<file path="src/rtl/imem_loader.sv">
// Boot loader: clears instruction memory, assembles little-endian words from a
// byte stream, writes them from address 0 upward and then releases the core.
//
// state   | meaning
// --------+-----------------------------------------------------------
// S_IDLE  | waiting for start; core_hold keeps its last value
// S_CLEAR | one-cycle instruction memory clear strobe
// S_RECV  | accepting stream bytes into the current word
// S_WRITE | one-cycle write of the assembled word
// S_FIN   | one-cycle done pulse; core released
module imem_loader #(
    parameter int PC_SIZE = 10
) (
    input  logic               clock,
    input  logic               reset,
    input  logic               start,
    input  logic [PC_SIZE:0]   num_words,
    input  logic [7:0]         byte_in,
    input  logic               byte_valid,
    output logic               byte_ready,
    output logic               imem_clear,
    output logic               imem_we,
    output logic [PC_SIZE-1:0] imem_addr,
    output logic [31:0]        imem_data,
    output logic               core_hold,
    output logic               busy,
    output logic               done,
    output logic               error
);

    localparam logic [PC_SIZE:0] CAPACITY = {1'b1, {PC_SIZE{1'b0}}};

    typedef enum logic [2:0] {S_IDLE, S_CLEAR, S_RECV, S_WRITE, S_FIN} state_t;

    state_t             state, state_nxt;
    logic [PC_SIZE:0]   count_q;
    logic [PC_SIZE:0]   word_cnt;
    logic [PC_SIZE:0]   word_nxt;
    logic [1:0]         byte_cnt;
    logic [23:0]        asm_q;
    logic [PC_SIZE-1:0] addr_q;
    logic [31:0]        data_q;
    logic               hold_q;
    logic               accept;

    assign word_nxt = word_cnt + 1'b1;
    assign accept   = (state == S_RECV) && byte_valid;

    always_ff @(posedge clock) begin
        if (!reset) state <= S_IDLE;
        else        state <= state_nxt;
    end

    always_comb begin
        state_nxt = state;
        case (state)
            S_IDLE:  if (start && (num_words <= CAPACITY)) state_nxt = S_CLEAR;
            S_CLEAR: state_nxt = (count_q == '0) ? S_FIN : S_RECV;
            S_RECV:  if (accept && (byte_cnt == 2'd3)) state_nxt = S_WRITE;
            S_WRITE: state_nxt = (word_nxt == count_q) ? S_FIN : S_RECV;
            S_FIN:   state_nxt = S_IDLE;
            default: state_nxt = S_IDLE;
        endcase
    end

    always_comb begin
        byte_ready = (state == S_RECV);
        imem_clear = (state == S_CLEAR);
        imem_we    = (state == S_WRITE);
        busy       = (state != S_IDLE);
        done       = (state == S_FIN);
        // Release is visible in the FIN cycle itself, not one cycle later.
        core_hold  = hold_q && (state != S_FIN);
    end

    assign imem_addr = addr_q;
    assign imem_data = data_q;

    always_ff @(posedge clock) begin
        if (!reset) begin
            count_q  <= '0;
            word_cnt <= '0;
            byte_cnt <= '0;
            asm_q    <= '0;
            addr_q   <= '0;
            data_q   <= '0;
            hold_q   <= 1'b1;
            error    <= 1'b0;
        end else begin
            case (state)
                S_IDLE: begin
                    if (start) begin
                        if (num_words > CAPACITY) begin
                            error <= 1'b1;
                        end else begin
                            count_q <= num_words;
                            error   <= 1'b0;
                            hold_q  <= 1'b1;
                        end
                    end
                end
                S_CLEAR: begin
                    word_cnt <= '0;
                    byte_cnt <= '0;
                end
                S_RECV: begin
                    if (accept) begin
                        byte_cnt <= byte_cnt + 2'd1;
                        case (byte_cnt)
                            2'd0: asm_q[7:0]   <= byte_in;
                            2'd1: asm_q[15:8]  <= byte_in;
                            2'd2: asm_q[23:16] <= byte_in;
                            default: begin
                                // Last lane goes straight to the write register.
                                addr_q <= word_cnt[PC_SIZE-1:0];
                                data_q <= {byte_in, asm_q};
                            end
                        endcase
                    end
                end
                S_WRITE: begin
                    word_cnt <= word_nxt;
                    byte_cnt <= '0;
                end
                S_FIN: hold_q <= 1'b0;
                default: ;
            endcase
        end
    end

endmodule

</file>
<file path="config.mk">
export PLATFORM = sky130hd
export DESIGN_NAME = imem_loader
export DESIGN_NICKNAME = d
export VERILOG_FILES = /design/src/rtl/imem_loader.sv
export SDC_FILE = /design/constraint.sdc
export NUM_CORES = 1
export LEC_CHECK = 0
export ABC_AREA = 1
export CAP_MARGIN = 30
export CORE_ASPECT_RATIO = 0.7
export CORE_MARGIN = 5
export CORE_UTILIZATION = 47
export CTS_CLUSTER_SIZE = 16
export DETAILED_ROUTE_END_ITERATION = 8
export PLACE_DENSITY = 0.75
export SLEW_MARGIN = 20
export SYNTH_ARGS = -nofsm -noshare
export SYNTH_HDL_FRONTEND = slang
export SYNTH_SLANG_ARGS = --single-unit
</file>
<file path="constraint.sdc">
create_clock -name clock -period 1.7 [get_ports clock]
set_clock_uncertainty 0.2 [all_clocks]
set_input_delay 0.425 -clock clock [delete_from_list [all_inputs] [get_ports clock]]
set_output_delay 0.425 -clock clock [all_outputs]
set_load 0.01 [all_outputs]
</file>
# == Word-level counts from Yosys, hierarchy flattened ==
# Index checks and enable logic that the tools add are counted.
# word_totals
register_bits,95
in_bits,23
out_inout_bits,49
word_cells,65
# op_classes
n_addsub,2
magnitude_cmp,2
eq_ne,14
muxes,12
bitwise_logic,2
reduce_logical,22
# op_table
operator,count
$pmux W11 S2,1
$reduce_and A3 Y1,6
$mux W3,4
$pmux W3 S4,1
$add A11 B1 Y11 const B,1
$eq A11 B11 Y1,1
$gt A11 B11 Y1 const B,1
$le A11 B11 Y1 const B,1
$logic_not A11 Y1,1
$eq A3 B2 Y1 const B,2
$ne A2 B2 Y1 const B,3
$reduce_and A2 Y1,3
$reduce_bool A2 Y1,3
$eq A2 B2 Y1 const B,2
$logic_and A1 B1 Y1,4
$ne A2 B1 Y1 const B,2
$pmux W2 S2,1
$eq A3 B1 Y1 const B,1
$eq A3 B3 Y1 const B,1
$logic_not A3 Y1,1
$mux W1,3
$ne A3 B3 Y1 const B,1
$reduce_bool A3 Y1,1
$reduce_or A3 Y1,1
other kinds (7),8

# == Longest topological paths before layout ==
# depth
ltp_word,5
ltp_mapped,13

# == Worst setup path after synthesis ==
# No wires, ideal clock.
# synth_path
kind,register to register
startpoint,register word_cnt[0]
endpoint,register state[1]
t_arrival_ps,1495
setup_slack_ps,-127
stages_incl_launch_ff,11
path_buffers,0
cell_sequence,dfxtp_1 ha_1 nand3_1 o21ai_0 nand2_1 nand2_1 nand3_1 nor2_1 nand3_1 nand2_1 a21oi_1
# synth_between
elab_chain_len,4
# synth_rtl
item,line_no,rtl
"start, declared",37,logic [PC_SIZE:0] word_cnt;
"start signal, assigned",122,word_cnt <= word_nxt;
$add A11 B1 Y11,46,assign word_nxt = word_cnt + 1'b1;
$eq A11 B11 Y1,60,S_WRITE: state_nxt = (word_nxt == count_q) ? S_FIN : S_RECV;
$mux W3,60,
$pmux W3 S4,56,case (state)
"end signal, assigned",51,else state <= state_nxt;
"end, declared",35,"state_t state, state_nxt;"
# No other way between the ends.
# A chain may end at the register's enable or synchronous reset.

# == Final worst setup path ==
# layout_path
startpoint,register word_cnt[1]
endpoint,register state[2]
# Same word-level chain as after synthesis.

==> key figures <==
Outcome
  – Outcome: finished, violations left
  – Failing checks: negative setup slack

Die
  – I/O pins: 72
  – Die width: about 120 um
  – DIE AREA: 10500 um^2
  – Core area: approximately 8400 um^2
  – Std-Cell Rows: 28
  – Die Ht: just under 90 um
  – Initial Util: 0.478

Critical path
  – CP required: around 1.8 ns
  – Crit path max fanout: 4
  – Worst path most repeated cell: nand2_1
  – Top delay family on crit path: simple AND/OR/NAND/NOR gates
  – R2R Path Start: word_cnt[1]$_SDFFE_PN0N_
  – Worst path cell trace: ha_4, inv_2, nand2_2, nand2_1, nand2_1, nand2_1, nand3_2, nor2_2, nand2_1, nor2_2, nand4_1, a21oi_1
  – Kind of critical path: flip-flop to flip-flop
  – CP max stage cell: dfxtp_4
  – Internal reg-to-reg setup slack: -0.47 ns
  – CP peak stage delay: around 0.37 ns
  – Setup crit end: state[2]$_SDFFE_PN0P_
  – Buf+Inv Stages, Crit Path: 1
  – Crit path depth: 12
  – CP startpoint kind: flip-flop
  – Reg-to-Reg End: state[2]$_SDFFE_PN0P_
  – Reg2reg path depth: 12
  – Worst setup startpoint: word_cnt[1]$_SDFFE_PN0N_
  – Worst EP arrival: 2.24 ns
  – Critical Path Sink Type: flip-flop

GRT
  – Initial antenna violation count: 0
  – First-pass GRT wire length: about 23 mm
  – Gr ovfl total: 0
  – Largest net degree at the start of global routing: 38
  – M3 GR Usage: 0.0675
  – Grt peak-use layer: met2
  – Global Route met2 Usage: 0.473
  – All-layer global routing usage: 0.281
  – Vias in the first global route: between 4000 and 5000
  – Grt met1 use: 0.349

Finish
  – Post-layout util: 0.832
  – Fraction of layout cells with a size suffix above 1: 0.460
  – Synth-to-layout area growth: 73.8%
  – Fillers: between 300 and 400
  – Post-layout nets: 705
  – Ant. Diodes: 0

Min path
  – Hold Path Class: input pin to flip-flop

Synth
  – Synth Cell Area: 4010 um^2
  – Synthesized area per cell: 7.31 um^2
  – Synth warn: 0
  – Syn_nets: about 580
  – Post-synthesis sequential area ratio: 0.475
  – Netlist cell types: 29
  – #FFs+latches synth: 95
  – Syn Inst Count: between 500 and 600

Timing
  – Slew @ Worst Pin: between 0.7 and 0.8 ns
  – Period utilisation layout: 1.27
  – Post-route setup slack: -0.466 ns
  – Period minus WS final: 2.17 ns
  – RSZ-0062 raised after global routing: yes
  – Pins Over Slew Limit: 0
  – Final Hold Viols: 0
  – Setup violations, final: 86
  – Rel. slew slack: 0.482
  – Post-Route Setup TNS: -14.75 ns
  – Fmax: roughly 460 MHz

Detailed routing
  – DRC violations left: 0
  – Vias per cell: 6.46
  – Initial DRC count: between 700 and 800
  – Pre-antenna DRT Iters: 6
  – Vias: 5087
  – Routed WL: roughly 19 mm
  – Wire length per cell: 24.3 um
  – Remaining antenna violation count after routing: 0

CTS
  – Clk slew on worst S/H paths: 0.07 ns
  – CTS tree: yes
  – Clk Latency, worst-skew pair: 0.36 ns
  – Cts-stage hold buffer count: 0
  – CTS buffer count: 9
  – Root Buffer: clkbuf_16
  – Htree depth: 3
  – Clock sinks: 95
  – CTS max path bufs: 2

Placed design
  – Placer Congestion: between 0.8 and 0.9
  – Post-detail-place hpwl: 7.82 mm
  – I/O Buffers: just over 70

Power
  – Pleak: between 0.002 and 0.003 uW
  – Max VDD drop: 0.614 mV
  – Pwr Density: between 900 and 1000 nW/um^2

Job
  – Number of max-cap violations: 0
[metrics by stage]
step,std cells,worst slack [ns],power (uW),hold WS [ns],cell area [um^2]
floorplan,548,0.0292,2980,0.242,4030
global placement,742,-0.466,3440,0.248,5130
detailed placement,742,-0.537,3470,0.250,5130
CTS,782,-0.201,5790,0.258,6180
global route,787,-0.480,6520,0.215,6960
finish,787,-0.466,6360,0.183,6960
[routing by layer]
metal  wire length (um)  part of all wire
met1               6830              0.36
met2               8750              0.46
met5                 18           0.00094
met4               1450             0.076
met3               2070              0.11
[area by class of cell]
type / instances / area [um^2] / area share
Multi-Input combinational cell: 384 / 2900 / 0.417
Sequential cell: 95 / 1920 / 0.276
Timing Repair Buffer: 149 / 1540 / 0.221
Clock buffer: 10 / 239 / 0.0343
Inverter: 37 / 156 / 0.0225
Tap cell: 105 / 131 / 0.0189
Clock inverter: 6 / 57.6 / 0.00826
Timing Repair inverter: 1 / 16.3 / 0.00234
[cells by family after synthesis]
kind of cell,count (synthesis),synth area share
flip-flops,95,0.475
buffers and inverters,70,0.0718
XOR/XNOR,3,0.00656
adder cells (fa/ha/maj),5,0.0156
AO/OA/AOI/OAI,109,0.141
AND/OR/NAND/NOR,266,0.291
[synth_stat cells (all sizes together)]
cell / count / area share
o21ai: 14 / 0.017
nand3: 83 / 0.10
xnor2: 2 / 0.0044
nor3: 2 / 0.0025
inv: 35 / 0.033
nor4: 1 / 0.0016
dfxtp: 95 / 0.47
buf: 11 / 0.015
nand2: 131 / 0.13
clkinv: 2 / 0.0031
ha: 5 / 0.016
nor2: 42 / 0.046
and2: 1 / 0.0016
a211oi: 2 / 0.0037
a32o: 1 / 0.0025
o31ai: 1 / 0.0019
nand4: 6 / 0.0094
a21oi: 90 / 0.11
o22ai: 1 / 0.0016
clkbuf: 22 / 0.021
xor2: 1 / 0.0022
[cell usage in the layout (no fill, tap or decap), drive strengths merged, types with 12 or more instances in the layout]
master / count
dfxtp: 95
inv: 41
nor2: 42
dlygate4sd2: 45
clkbuf: 12
buf: 84
a21oi: 90
nand2: 132
o21ai: 14
clkdlybuf4s50: 12
nand3: 83
[registers in the layout, indices dropped and copies added, names as in the netlist]
signal     cells
word_cnt      11
byte_cnt       2
hold_q         1
count_q       11
error          1
asm_q         24
imem_data     32
state          3
imem_addr     10
[what timing repair did]
item | in CTS | in global routing
gates cloned | 10 | 1
pin swaps | 58 | 60
gates resized for setup | 218 | 192
setup buffers | 15 | 5
endpoints found under the setup margin | 130 | 94
endpoints found under the hold margin | 0 | 0
[worst min path at each step]
stage | startpoint | endpoint | slack (ns) | cells past startpoint
floorplan | asm_q[0]$_SDFFE_PN0P_ | asm_q[0]$_SDFFE_PN0P_ | 0.24 | 2
global placement | imem_data[6]$_SDFFE_PN0P_ | imem_data[6]$_SDFFE_PN0P_ | 0.25 | 2
detailed placement | imem_data[6]$_SDFFE_PN0P_ | imem_data[6]$_SDFFE_PN0P_ | 0.25 | 2
CTS | error$_SDFFE_PN0P_ | error$_SDFFE_PN0P_ | 0.26 | 2
global route | num_words[7] | count_q[7]$_SDFFE_PN0P_ | 0.22 | 3
finish | num_words[9] | count_q[9]$_SDFFE_PN0P_ | 0.18 | 3
[where the power goes]
part,leakage (uW),total [uW],switching [uW],internal [uW]
clock,0.000148,2100,1030,1070
sequential,0.000774,2430,105,2330
combinational,0.00168,1820,1070,753
total,0.00260,6360,2200,4150
[worst reg2reg max path, delay by kind of cell (launching register included)]
| kind | cells | cell delay [ns] |
|---|---|---|
| AO/OA/AOI/OAI | 1 | 0.21 |
| AND/OR/NAND/NOR | 9 | 1.04 |
| buffers and inverters | 1 | 0.06 |
| adder cells (fa/ha/maj) | 1 | 0.20 |
| flip-flops | 1 | 0.37 |
(Power assumes the default switching activity.)
